## config.mk

```make
export PLATFORM = sky130hd
export DESIGN_NAME = alu_arbiter
export DESIGN_NICKNAME = d
export VERILOG_FILES = /design/src/rtl/alu_arbiter.sv
export SDC_FILE = /design/constraint.sdc
export NUM_CORES = 1
export LEC_CHECK = 0
export ABC_AREA = 1
export CAP_MARGIN = 30
export CORE_MARGIN = 1
export CORE_UTILIZATION = 41
export DETAILED_ROUTE_END_ITERATION = 16
export PLACE_DENSITY = 0.85
export SYNTH_ARGS = -nofsm -noshare
export SYNTH_HDL_FRONTEND = slang
export SYNTH_SLANG_ARGS = --single-unit
export TNS_END_PERCENT = 30
```

## constraint.sdc

```tcl
create_clock -name clk -period 2.9 [get_ports clk]
set_input_delay 0.87 -clock clk [delete_from_list [all_inputs] [get_ports clk]]
set_output_delay 0.87 -clock clk [all_outputs]
set_load 0.03 [all_outputs]
```

## src/rtl/alu_arbiter.sv

```systemverilog
// Round-robin arbiter sharing one combinational alu between two requesters.
// Optional grant statistics counters are enabled with `define ALU_ARB_STATS_EN.
module alu_arbiter #(
  parameter int unsigned WIDTH = 4,
  parameter int unsigned SELW  = 3,
  parameter int unsigned CNTW  = 8
) (
  input  logic             clk,
  input  logic             rst_n,
  input  logic             req_valid0,
  input  logic [WIDTH-1:0] req_a0,
  input  logic [WIDTH-1:0] req_b0,
  input  logic [SELW-1:0]  req_sel0,
  output logic             req_ready0,
  input  logic             req_valid1,
  input  logic [WIDTH-1:0] req_a1,
  input  logic [WIDTH-1:0] req_b1,
  input  logic [SELW-1:0]  req_sel1,
  output logic             req_ready1,
  output logic             rsp_valid,
  output logic [WIDTH-1:0] rsp_data,
  output logic             rsp_id,
  input  logic             rsp_ready,
  output logic [WIDTH-1:0] alu_a,
  output logic [WIDTH-1:0] alu_b,
  output logic [SELW-1:0]  alu_sel,
  input  logic [WIDTH-1:0] alu_result,
  output logic             busy,
  output logic [CNTW-1:0]  grant_cnt0,
  output logic [CNTW-1:0]  grant_cnt1
);

  typedef enum logic [1:0] {
    IDLE = 2'd0,
    EXEC = 2'd1,
    RESP = 2'd2
  } state_e;

  state_e           state_q, state_d;
  logic             rr_q, rr_d;
  logic [WIDTH-1:0] a_q, a_d;
  logic [WIDTH-1:0] b_q, b_d;
  logic [SELW-1:0]  sel_q, sel_d;
  logic             id_q, id_d;
  logic [WIDTH-1:0] data_q, data_d;
  logic             rsp_valid_q, rsp_valid_d;
  logic             busy_q, busy_d;
  logic             grant0_c, grant1_c;

  // Winner: sole valid requester, or the rr pointer when both are valid.
  always_comb begin
    grant0_c = (state_q == IDLE) && req_valid0 && (!req_valid1 || !rr_q);
    grant1_c = (state_q == IDLE) && req_valid1 && (!req_valid0 ||  rr_q);
  end

  assign req_ready0 = grant0_c;
  assign req_ready1 = grant1_c;

  always_ff @(posedge clk or negedge rst_n) begin
    if (!rst_n) begin
      state_q     <= IDLE;
      rr_q        <= 1'b0;
      a_q         <= '0;
      b_q         <= '0;
      sel_q       <= '0;
      id_q        <= 1'b0;
      data_q      <= '0;
      rsp_valid_q <= 1'b0;
      busy_q      <= 1'b0;
    end else begin
      state_q     <= state_d;
      rr_q        <= rr_d;
      a_q         <= a_d;
      b_q         <= b_d;
      sel_q       <= sel_d;
      id_q        <= id_d;
      data_q      <= data_d;
      rsp_valid_q <= rsp_valid_d;
      busy_q      <= busy_d;
    end
  end

  always_comb begin
    state_d     = state_q;
    rr_d        = rr_q;
    a_d         = a_q;
    b_d         = b_q;
    sel_d       = sel_q;
    id_d        = id_q;
    data_d      = data_q;
    rsp_valid_d = rsp_valid_q;
    case (state_q)
      IDLE: begin
        if (grant0_c) begin
          a_d     = req_a0;
          b_d     = req_b0;
          sel_d   = req_sel0;
          id_d    = 1'b0;
          rr_d    = 1'b1;
          state_d = EXEC;
        end else if (grant1_c) begin
          a_d     = req_a1;
          b_d     = req_b1;
          sel_d   = req_sel1;
          id_d    = 1'b1;
          rr_d    = 1'b0;
          state_d = EXEC;
        end
      end
      EXEC: begin
        data_d      = alu_result;
        rsp_valid_d = 1'b1;
        state_d     = RESP;
      end
      RESP: begin
        // No bypass: the next request is only considered back in IDLE.
        if (rsp_ready) begin
          rsp_valid_d = 1'b0;
          state_d     = IDLE;
        end
      end
      default: begin
        rsp_valid_d = 1'b0;
        state_d     = IDLE;
      end
    endcase
    busy_d = (state_d != IDLE);
  end

  assign alu_a     = a_q;
  assign alu_b     = b_q;
  assign alu_sel   = sel_q;
  assign rsp_valid = rsp_valid_q;
  assign rsp_data  = data_q;
  assign rsp_id    = id_q;
  assign busy      = busy_q;

`ifdef ALU_ARB_STATS_EN
  logic [CNTW-1:0] cnt0_q, cnt0_d;
  logic [CNTW-1:0] cnt1_q, cnt1_d;

  // Saturating per-requester grant counters; cleared only by reset.
  always_comb begin
    cnt0_d = cnt0_q;
    cnt1_d = cnt1_q;
    if (grant0_c && (cnt0_q != {CNTW{1'b1}})) cnt0_d = cnt0_q + CNTW'(1);
    if (grant1_c && (cnt1_q != {CNTW{1'b1}})) cnt1_d = cnt1_q + CNTW'(1);
  end

  always_ff @(posedge clk or negedge rst_n) begin
    if (!rst_n) begin
      cnt0_q <= '0;
      cnt1_q <= '0;
    end else begin
      cnt0_q <= cnt0_d;
      cnt1_q <= cnt1_d;
    end
  end

  assign grant_cnt0 = cnt0_q;
  assign grant_cnt1 = cnt1_q;
`else
  assign grant_cnt0 = '0;
  assign grant_cnt1 = '0;
`endif

endmodule

```

==> impl_metrics.sql, run 1 <==
INSERT INTO impl_metrics (metric_group, metric, value, unit) VALUES
('clocking', 'tritoncts', 'yes', ''),
('run_status', 'outcome', 'complete, no violations', ''),
('pwr', 'p_total', '0.001726', 'W'),
('pwr', 'cell_internal_pwr', '0.0009110', 'W'),
('finish', 'multi_input_area', '481.7', 'sq um'),
('worst_setup_path', 'timing.setup.critical_path_class', 'in -> out', ''),
('route', 'dr.pass1.iters', '4', ''),
('pwr', 'power.switching_fraction', '47.23', '%'),
('clocking', 'cts.repair.resized', '0', ''),
('sta', 'maxClockFrequency', '354.6', 'MHz'),
('clocking', 'cts_htree_levels', '1', ''),
('worst_setup_path', 'crit_path_top_delay_cell', 'sky130_fd_sc_hd__clkdlybuf4s50_1', ''),
('pwr', 'p_leak', '0.8609', 'nW'),
('pwr', 'power.share.combinational', '60.6', '%'),
('logic_synthesis', 'synthesis.area_per_instance', '8.335', 'sq um'),
('global_route', 'first_global_vias', '978', ''),
('floorplanning', 'design.die.area', '0.003106', 'sq mm'),
('finish', 'share_of_final_layout_standard_cells_stronger_than_drive_strength_1', '11.73', '%'),
('route', 'route.vias.total', '1048', ''),
('sta', 'fin_tns_setup', '0', 'ps'),
('clocking', 'tritoncts.num_buffers', '3', ''),
('floorplanning', 'die_w', '55.73', 'um'),
('route', 'drt_wl_total', '2375', 'um'),
('worst_setup_path', 'worst-path-max-fanout', '5', ''),
('finish', 'diodes', '0', ''),
('pwr', 'power.density_cell_area', '1022', 'mW/mm^2'),
('route', 'drt_drc_violations_left', '0', ''),
('clocking', 'clkTransAtPathRegs', '110', 'ps'),
('floorplanning', 'boundaryPins', '67', ''),
('floorplanning', 'fp-row-count', '19', ''),
('pwr', 'net_switching_power_of_the_design', '0.0008153', 'W'),
('pwr', 'clockPowerShare', '7.9', '%'),
('global_route', 'wire_length_of_the_first_global_routing_pass', '4133', 'um'),
('sta', 'clock_skew', '3.966', 'ps'),
('logic_synthesis', 'synth_largest_area_cell', 'sky130_fd_sc_hd__dfrtp_1', ''),
('finish', 'area_growth_syn_to_layout', '42.71', '%'),
('global_route', 'overflow', '0', ''),
('logic_synthesis', 'post_synthesis_instance_area', '0.001184', 'sq mm'),
('placed_design', 'gp_routability_congestion', '0.7267', ''),
('global_route', 'globalRouteMet3Util', '2.093', '%'),
('finish', 'post_route_utilization', '61.78', '%'),
('worst_setup_path', 'required', '2030', 'ps'),
('sta', 'timing_max_transition_violations_final', '0', ''),
('pwr', 'share_seq_of_total_power', '31.6', '%'),
('sta', 'hold_viol', '0', ''),
('floorplanning', 'start_util', '43.30', '%'),
('worst_setup_path', 'cp-end-kind', 'primary output', ''),
('clocking', 'root_buffer', 'sky130_fd_sc_hd__clkbuf_4', ''),
('worst_setup_path', 'r2r_cells', '6', ''),
('finish', 'fillers', '241', ''),
('floorplanning', 'core', '0.002734', 'sq mm'),
('sta', 'min_period_over_period', '97.25', '%'),
('clocking', 'post-cts-setup-buffer-count', '0', ''),
('worst_setup_path', 'critPathArrivalTime', '1950', 'ps'),
('logic_synthesis', 'syn-instance-count', '142', ''),
('worst_hold_path', 'worstHoldPathType', 'reg -> reg', ''),
('finish', 'layout.area.seq', '525.5', 'sq um'),
('logic_synthesis', 'synthDistinctLibCells', '17', ''),
('global_route', 'grtUsageMet2', '28.06', '%'),
('route', 'route.detailed.wl_per_inst', '10.46', 'um'),
('sta', 'setup_viol_count_final', '0', ''),
('pwr', 'power.ir.vdd_worst', '0.0007747', 'V'),
('logic_synthesis', 'yosys_warnings', '0', ''),
('clocking', 'deepest_clock_path_buffer_count', '2', ''),
('worst_setup_path', 'cpPeakStageDelay', '610', 'ps'),
('logic_synthesis', 'post-synth-top-area-fraction', '44.40', '%'),
('logic_synthesis', 'yosysSeqAreaShare', '44.40', '%'),
('logic_synthesis', 'ys_ff_latch', '21', ''),
('global_route', 'grt_most_used_layer', 'met2', ''),
('job', 'drv.max_cap_violation_count', '0', ''),
('clocking', 'cts.sink_count', '21', '');
power groups by stage:
stage	Sequential, W	Combinational, W	Clock (W)
after global routing	0.000565	0.00113	0.000156
after detailed placement	0.000552	0.00105	0
after floorplan	0.000775	0.000457	0
after CTS	0.000546	0.00106	0.000141
final	0.000545	0.00105	0.000136
after global placement	0.000547	0.00104	0
per-layer routing:
layer,vias up,wire length (um)
li1,533,-
met1,478,992
met2,35,1244
met3,2,118
met4,0,20
met5,-,0
cells in the final DEF (no fill, tap or decap):
cell type	n
sky130_fd_sc_hd__a21oi_1	1
sky130_fd_sc_hd__buf_4	8
sky130_fd_sc_hd__clkbuf_4	3
sky130_fd_sc_hd__clkdlybuf4s50_1	48
sky130_fd_sc_hd__clkinv_1	1
sky130_fd_sc_hd__clkinv_2	1
sky130_fd_sc_hd__conb_1	16
sky130_fd_sc_hd__dfrtp_1	21
sky130_fd_sc_hd__inv_1	19
sky130_fd_sc_hd__nand2_1	28
sky130_fd_sc_hd__nand2_2	8
sky130_fd_sc_hd__nand3_1	26
sky130_fd_sc_hd__nand3_4	2
sky130_fd_sc_hd__nand4_1	9
sky130_fd_sc_hd__nor2_1	2
sky130_fd_sc_hd__nor2_8	1
sky130_fd_sc_hd__o21a_1	1
sky130_fd_sc_hd__o21ai_0	1
flip-flops by register name (all words and copies together) (netlist names):
name       flops
alu_b          4
rsp_valid      1
rsp_data       4
alu_sel        3
busy           1
rr_q           1
state_q        2
rsp_id         1
alu_a          4
cell type report:
type,instances,area share [%]
clock buffer,3,1.333
clock inverter,1,0.2963
inverter,20,4.444
multi-input combinational,95,28.52
sequential,21,31.11
tap,31,2.296
timing repair buffer,56,32.00
per-stage QoR:
step	cells	setup WS, ps	area, sq um	hold slack [ps]
floorplan	157	513.7	1240	547.0
global placement	223	96.26	1662	456.1
detailed placement	223	66.32	1662	460.2
CTS	227	66.12	1689	487.3
global route	227	3.148	1689	506.0
finish	227	79.86	1689	482.9
logic make-up after synthesis:
kind of cell | share of synthesized area [%]
simple gates | 34.14
buf+inv | 19.66
flops | 44.40
compound gates | 1.479
other cells | 0.3168
worst max-delay path: cells and delay by family:
kind / cells / cell delay (ps)
buffers and inverters: 3 / 850
and+or+nand+nor: 2 / 230
path summary, 6_finish.rpt:
| kind | end | start | slack [ps] |
|---|---|---|---|
| worst min register to register | rsp_data[3] | rsp_data[3] | 480 |
| worst max register to register | alu_b[0] | state_q[0] | 1390 |
| min in group asynchronous | alu_b[3] | rst_n | 900 |
| worst min-delay path | rsp_data[3] | rsp_data[3] | 480 |
| max in group asynchronous | state_q[1] | rst_n | 1800 |
| worst max-delay path | req_ready1 | req_valid0 | 80 |
cells in the mapped netlist:
cell type	number
sky130_fd_sc_hd__nand2_1	28
sky130_fd_sc_hd__nand3_1	26
sky130_fd_sc_hd__dfrtp_1	21
sky130_fd_sc_hd__inv_1	19
sky130_fd_sc_hd__buf_4	16
sky130_fd_sc_hd__nand4_1	9
sky130_fd_sc_hd__nand2_2	8
sky130_fd_sc_hd__buf_2	3
sky130_fd_sc_hd__buf_6	2
sky130_fd_sc_hd__nand3_4	2
sky130_fd_sc_hd__nor2_1	2
sky130_fd_sc_hd__a21oi_1	1
sky130_fd_sc_hd__clkinv_1	1
sky130_fd_sc_hd__conb_1	1
sky130_fd_sc_hd__nor2_8	1
sky130_fd_sc_hd__o21a_1	1
sky130_fd_sc_hd__o21ai_0	1
(Power assumes the default switching activity.)
==> run 2, diff against run 1 <==
CORE_UTILIZATION = 42   (was 41)
CTS_BUF_LIST = sky130_fd_sc_hd__clkbuf_8   (was unset)
PLACE_DENSITY = 0.87   (was 0.85)
SLEW_MARGIN = 40   (was unset)
==> impl_metrics.sql, run 2 (synthesized netlist as in run 1, its figures left out) <==
INSERT INTO impl_metrics (metric_group, metric, value, unit) VALUES
('run_status', 'outcome', 'complete, no violations', ''),
('worst_setup_path', 'critPathArrivalTime', '1890', 'ps'),
('placed_design', 'gp_routability_congestion', '0.7529', ''),
('global_route', 'antenna_violations_before_repair', '0', ''),
('route', 'route.antenna.remaining_nets', '0', ''),
('clocking', 'post_cts_hold_buffer_count', '0', ''),
('finish', 'post_route_utilization', '66.47', '%'),
('worst_setup_path', 'cpPeakStageDelay', '550', 'ps'),
('worst_setup_path', 'worst_setup_path_start_kind', 'input port', ''),
('pwr', 'p_leak', '0.8686', 'nW'),
('route', 'route.vias.total', '1101', ''),
('route', 'route.detailed.wl_per_inst', '13.00', 'um'),
('global_route', 'wire_length_of_the_first_global_routing_pass', '4629', 'um'),
('clocking', 'deepest_clock_path_buffer_count', '2', ''),
('worst_hold_path', 'holdCritStartpoint', 'rsp_data[1]', ''),
('clocking', 'clk-insertion-delay-late', '260', 'ps'),
('clocking', 'tritoncts.num_buffers', '3', ''),
('sta', 'min_period_over_period', '95.10', '%'),
('floorplanning', 'start_util', '46.10', '%'),
('job', 'drv.max_cap_violation_count', '0', ''),
('clocking', 'tritoncts', 'yes', ''),
('finish', 'diodes', '0', ''),
('worst_setup_path', 'required', '2030', 'ps'),
('pwr', 'p_total', '0.001809', 'W'),
('sta', 'setup_viol_count_final', '0', ''),
('pwr', 'power.ir.vdd_worst', '0.0007382', 'V'),
('global_route', 'overflow', '0', ''),
('global_route', 'grtUsageTotal', '21.86', '%'),
('worst_setup_path', 'cp-end-kind', 'primary output', ''),
('sta', 'hold_viol', '0', ''),
('sta', 'clock_skew', '1.214', 'ps'),
('sta', 'min_period', '2758', 'ps'),
('finish', 'area_growth_syn_to_layout', '44.19', '%'),
('clocking', 'cts_htree_levels', '1', ''),
('route', 'dr.pass1.iters', '4', ''),
('floorplanning', 'die_w', '55.09', 'um'),
('floorplanning', 'design.die.area', '0.003034', 'sq mm'),
('worst_setup_path', 'timing.setup.critical_path_class', 'in -> out', ''),
('global_route', 'first_global_vias', '1104', ''),
('worst_setup_path', 'r2r_start', 'state_q[0]', ''),
('floorplanning', 'fp-row-count', '18', ''),
('pwr', 'power.density_cell_area', '1060', 'mW/mm^2'),
('floorplanning', 'boundaryPins', '67', ''),
('worst_setup_path', 'worst_setup_path_startpoint', 'req_valid0', ''),
('placed_design', 'post-dp-hpwl', '2101', 'um'),
('finish', 'share_of_final_layout_standard_cells_stronger_than_drive_strength_1', '11.73', '%'),
('worst_setup_path', 'critPathTopFamily', 'buffers and inverters', ''),
('route', 'drt_drc_violations_left', '0', ''),
('clocking', 'cts.sink_count', '21', ''),
('placed_design', 'buffer_ports.inserted', '50', ''),
('clocking', 'clkTransAtPathRegs', '80', 'ps'),
('worst_setup_path', 'crit_chain', 'clkdlybuf4s50_1, nand2_1, nand3_4, clkinv_1, buf_4', ''),
('worst_hold_path', 'worstHoldPathType', 'reg -> reg', ''),
('sta', 'maxClockFrequency', '362.6', 'MHz'),
('clocking', 'cts.repair.resized', '0', ''),
('sta', 'timing_max_transition_violations_final', '0', ''),
('worst_setup_path', 'worst-path-max-fanout', '3', ''),
('clocking', 'post-cts-setup-buffer-count', '0', ''),
('route', 'drt-initial-drc-count', '15', ''),
('finish', 'layout_commonest_cell', 'sky130_fd_sc_hd__clkdlybuf4s50_1', ''),
('finish', 'layout_common_cells', 'sky130_fd_sc_hd__clkdlybuf4s50_1 (48), sky130_fd_sc_hd__nand2_1 (28), sky130_fd_sc_hd__nand3_1 (26), sky130_fd_sc_hd__dfrtp_1 (21), sky130_fd_sc_hd__inv_1 (19)', ''),
('finish', 'design_area', '0.001707', 'sq mm'),
('route', 'drt_wl_total', '2937', 'um'),
('sta', 'setup_repair_after_global_routing_missed_its_margin', 'no', ''),
('placed_design', 'placedInstanceArea', '0.001660', 'sq mm'),
('floorplanning', 'core', '0.002567', 'sq mm'),
('global_route', 'grt_start_max_net_pins', '24', ''),
('clocking', 'root_buffer', 'sky130_fd_sc_hd__clkbuf_8', ''),
('worst_setup_path', 'crit_path_top_delay_cell', 'sky130_fd_sc_hd__clkdlybuf4s50_1', ''),
('sta', 'fin_tns_setup', '0', 'ps'),
('floorplanning', 'die_h', '55.09', 'um'),
('route', 'vias_per_cell', '4.872', ''),
('finish', 'fin_nets', '228', ''),
('worst_setup_path', 'critical_path.n_buffers_inverters', '3', '');
-- run 2: worst paths after layout --
check,cells after the start,to,slack (ps)
max in group asynchronous,2,busy,1730
hold / removal,2,rsp_data[1],480
setup / recovery,5,req_ready1,140
setup reg to reg,6,alu_b[1],1370
hold reg to reg,2,rsp_data[1],480
min in group asynchronous,2,alu_sel[2],960
-- run 2: layout make-up --
class                      count  area [sq um]
multi-input combinational     95         481.7
inverter                      20         75.07
clock inverter                 1         5.005
clock buffer                   3         41.29
fill                         211         860.8
timing repair buffer          56         540.5
sequential                    21         525.5
tap                           30         37.54
-- run 2: where the power goes --
| group | switching, W | internal [W] |
|---|---|---|
| Combinational | 0.000648 | 0.000419 |
| Sequential | 0.000110 | 0.000442 |
| Clock | 0.0000953 | 0.0000956 |
| Total | 0.000853 | 0.000957 |
-- run 2: stage by stage --
| stage | hold WS (ps) | setup WS (ps) | cells |
|---|---|---|---|
| 3_3_place_gp | 455.8 | 169.0 | 222 |
| 5_1_grt | 492.3 | 82.15 | 226 |
| 3_5_place_dp | 466.4 | 164.5 | 222 |
| 4_1_cts | 485.4 | 145.9 | 226 |
| 2_1_floorplan | 547.0 | 513.7 | 157 |
| 6_report | 480.6 | 142.0 | 226 |
-- run 2: worst reg2reg max path, delay by kind of cell, from the launching register on --
kind                   cells  cell delay, ps
AND/OR/NAND/NOR            5             720
flip-flops                 1             510
buffers and inverters      1             230
-- run 2: per-layer routing --
metal	vias to the layer above	wire (um)	GRT usage (%)
met1	520	1081	23.01
met5	-	0	0
met3	6	192	4.098
met4	0	34	10.42
met2	46	1629	41.16
li1	529	-	-
==> run 3, diff against run 2 <==
SKIP_CTS_REPAIR_TIMING = 1   (was unset)
==> results of run 3 <==
Same layout as run 2: the final DEF is identical, and so are final timing and power.
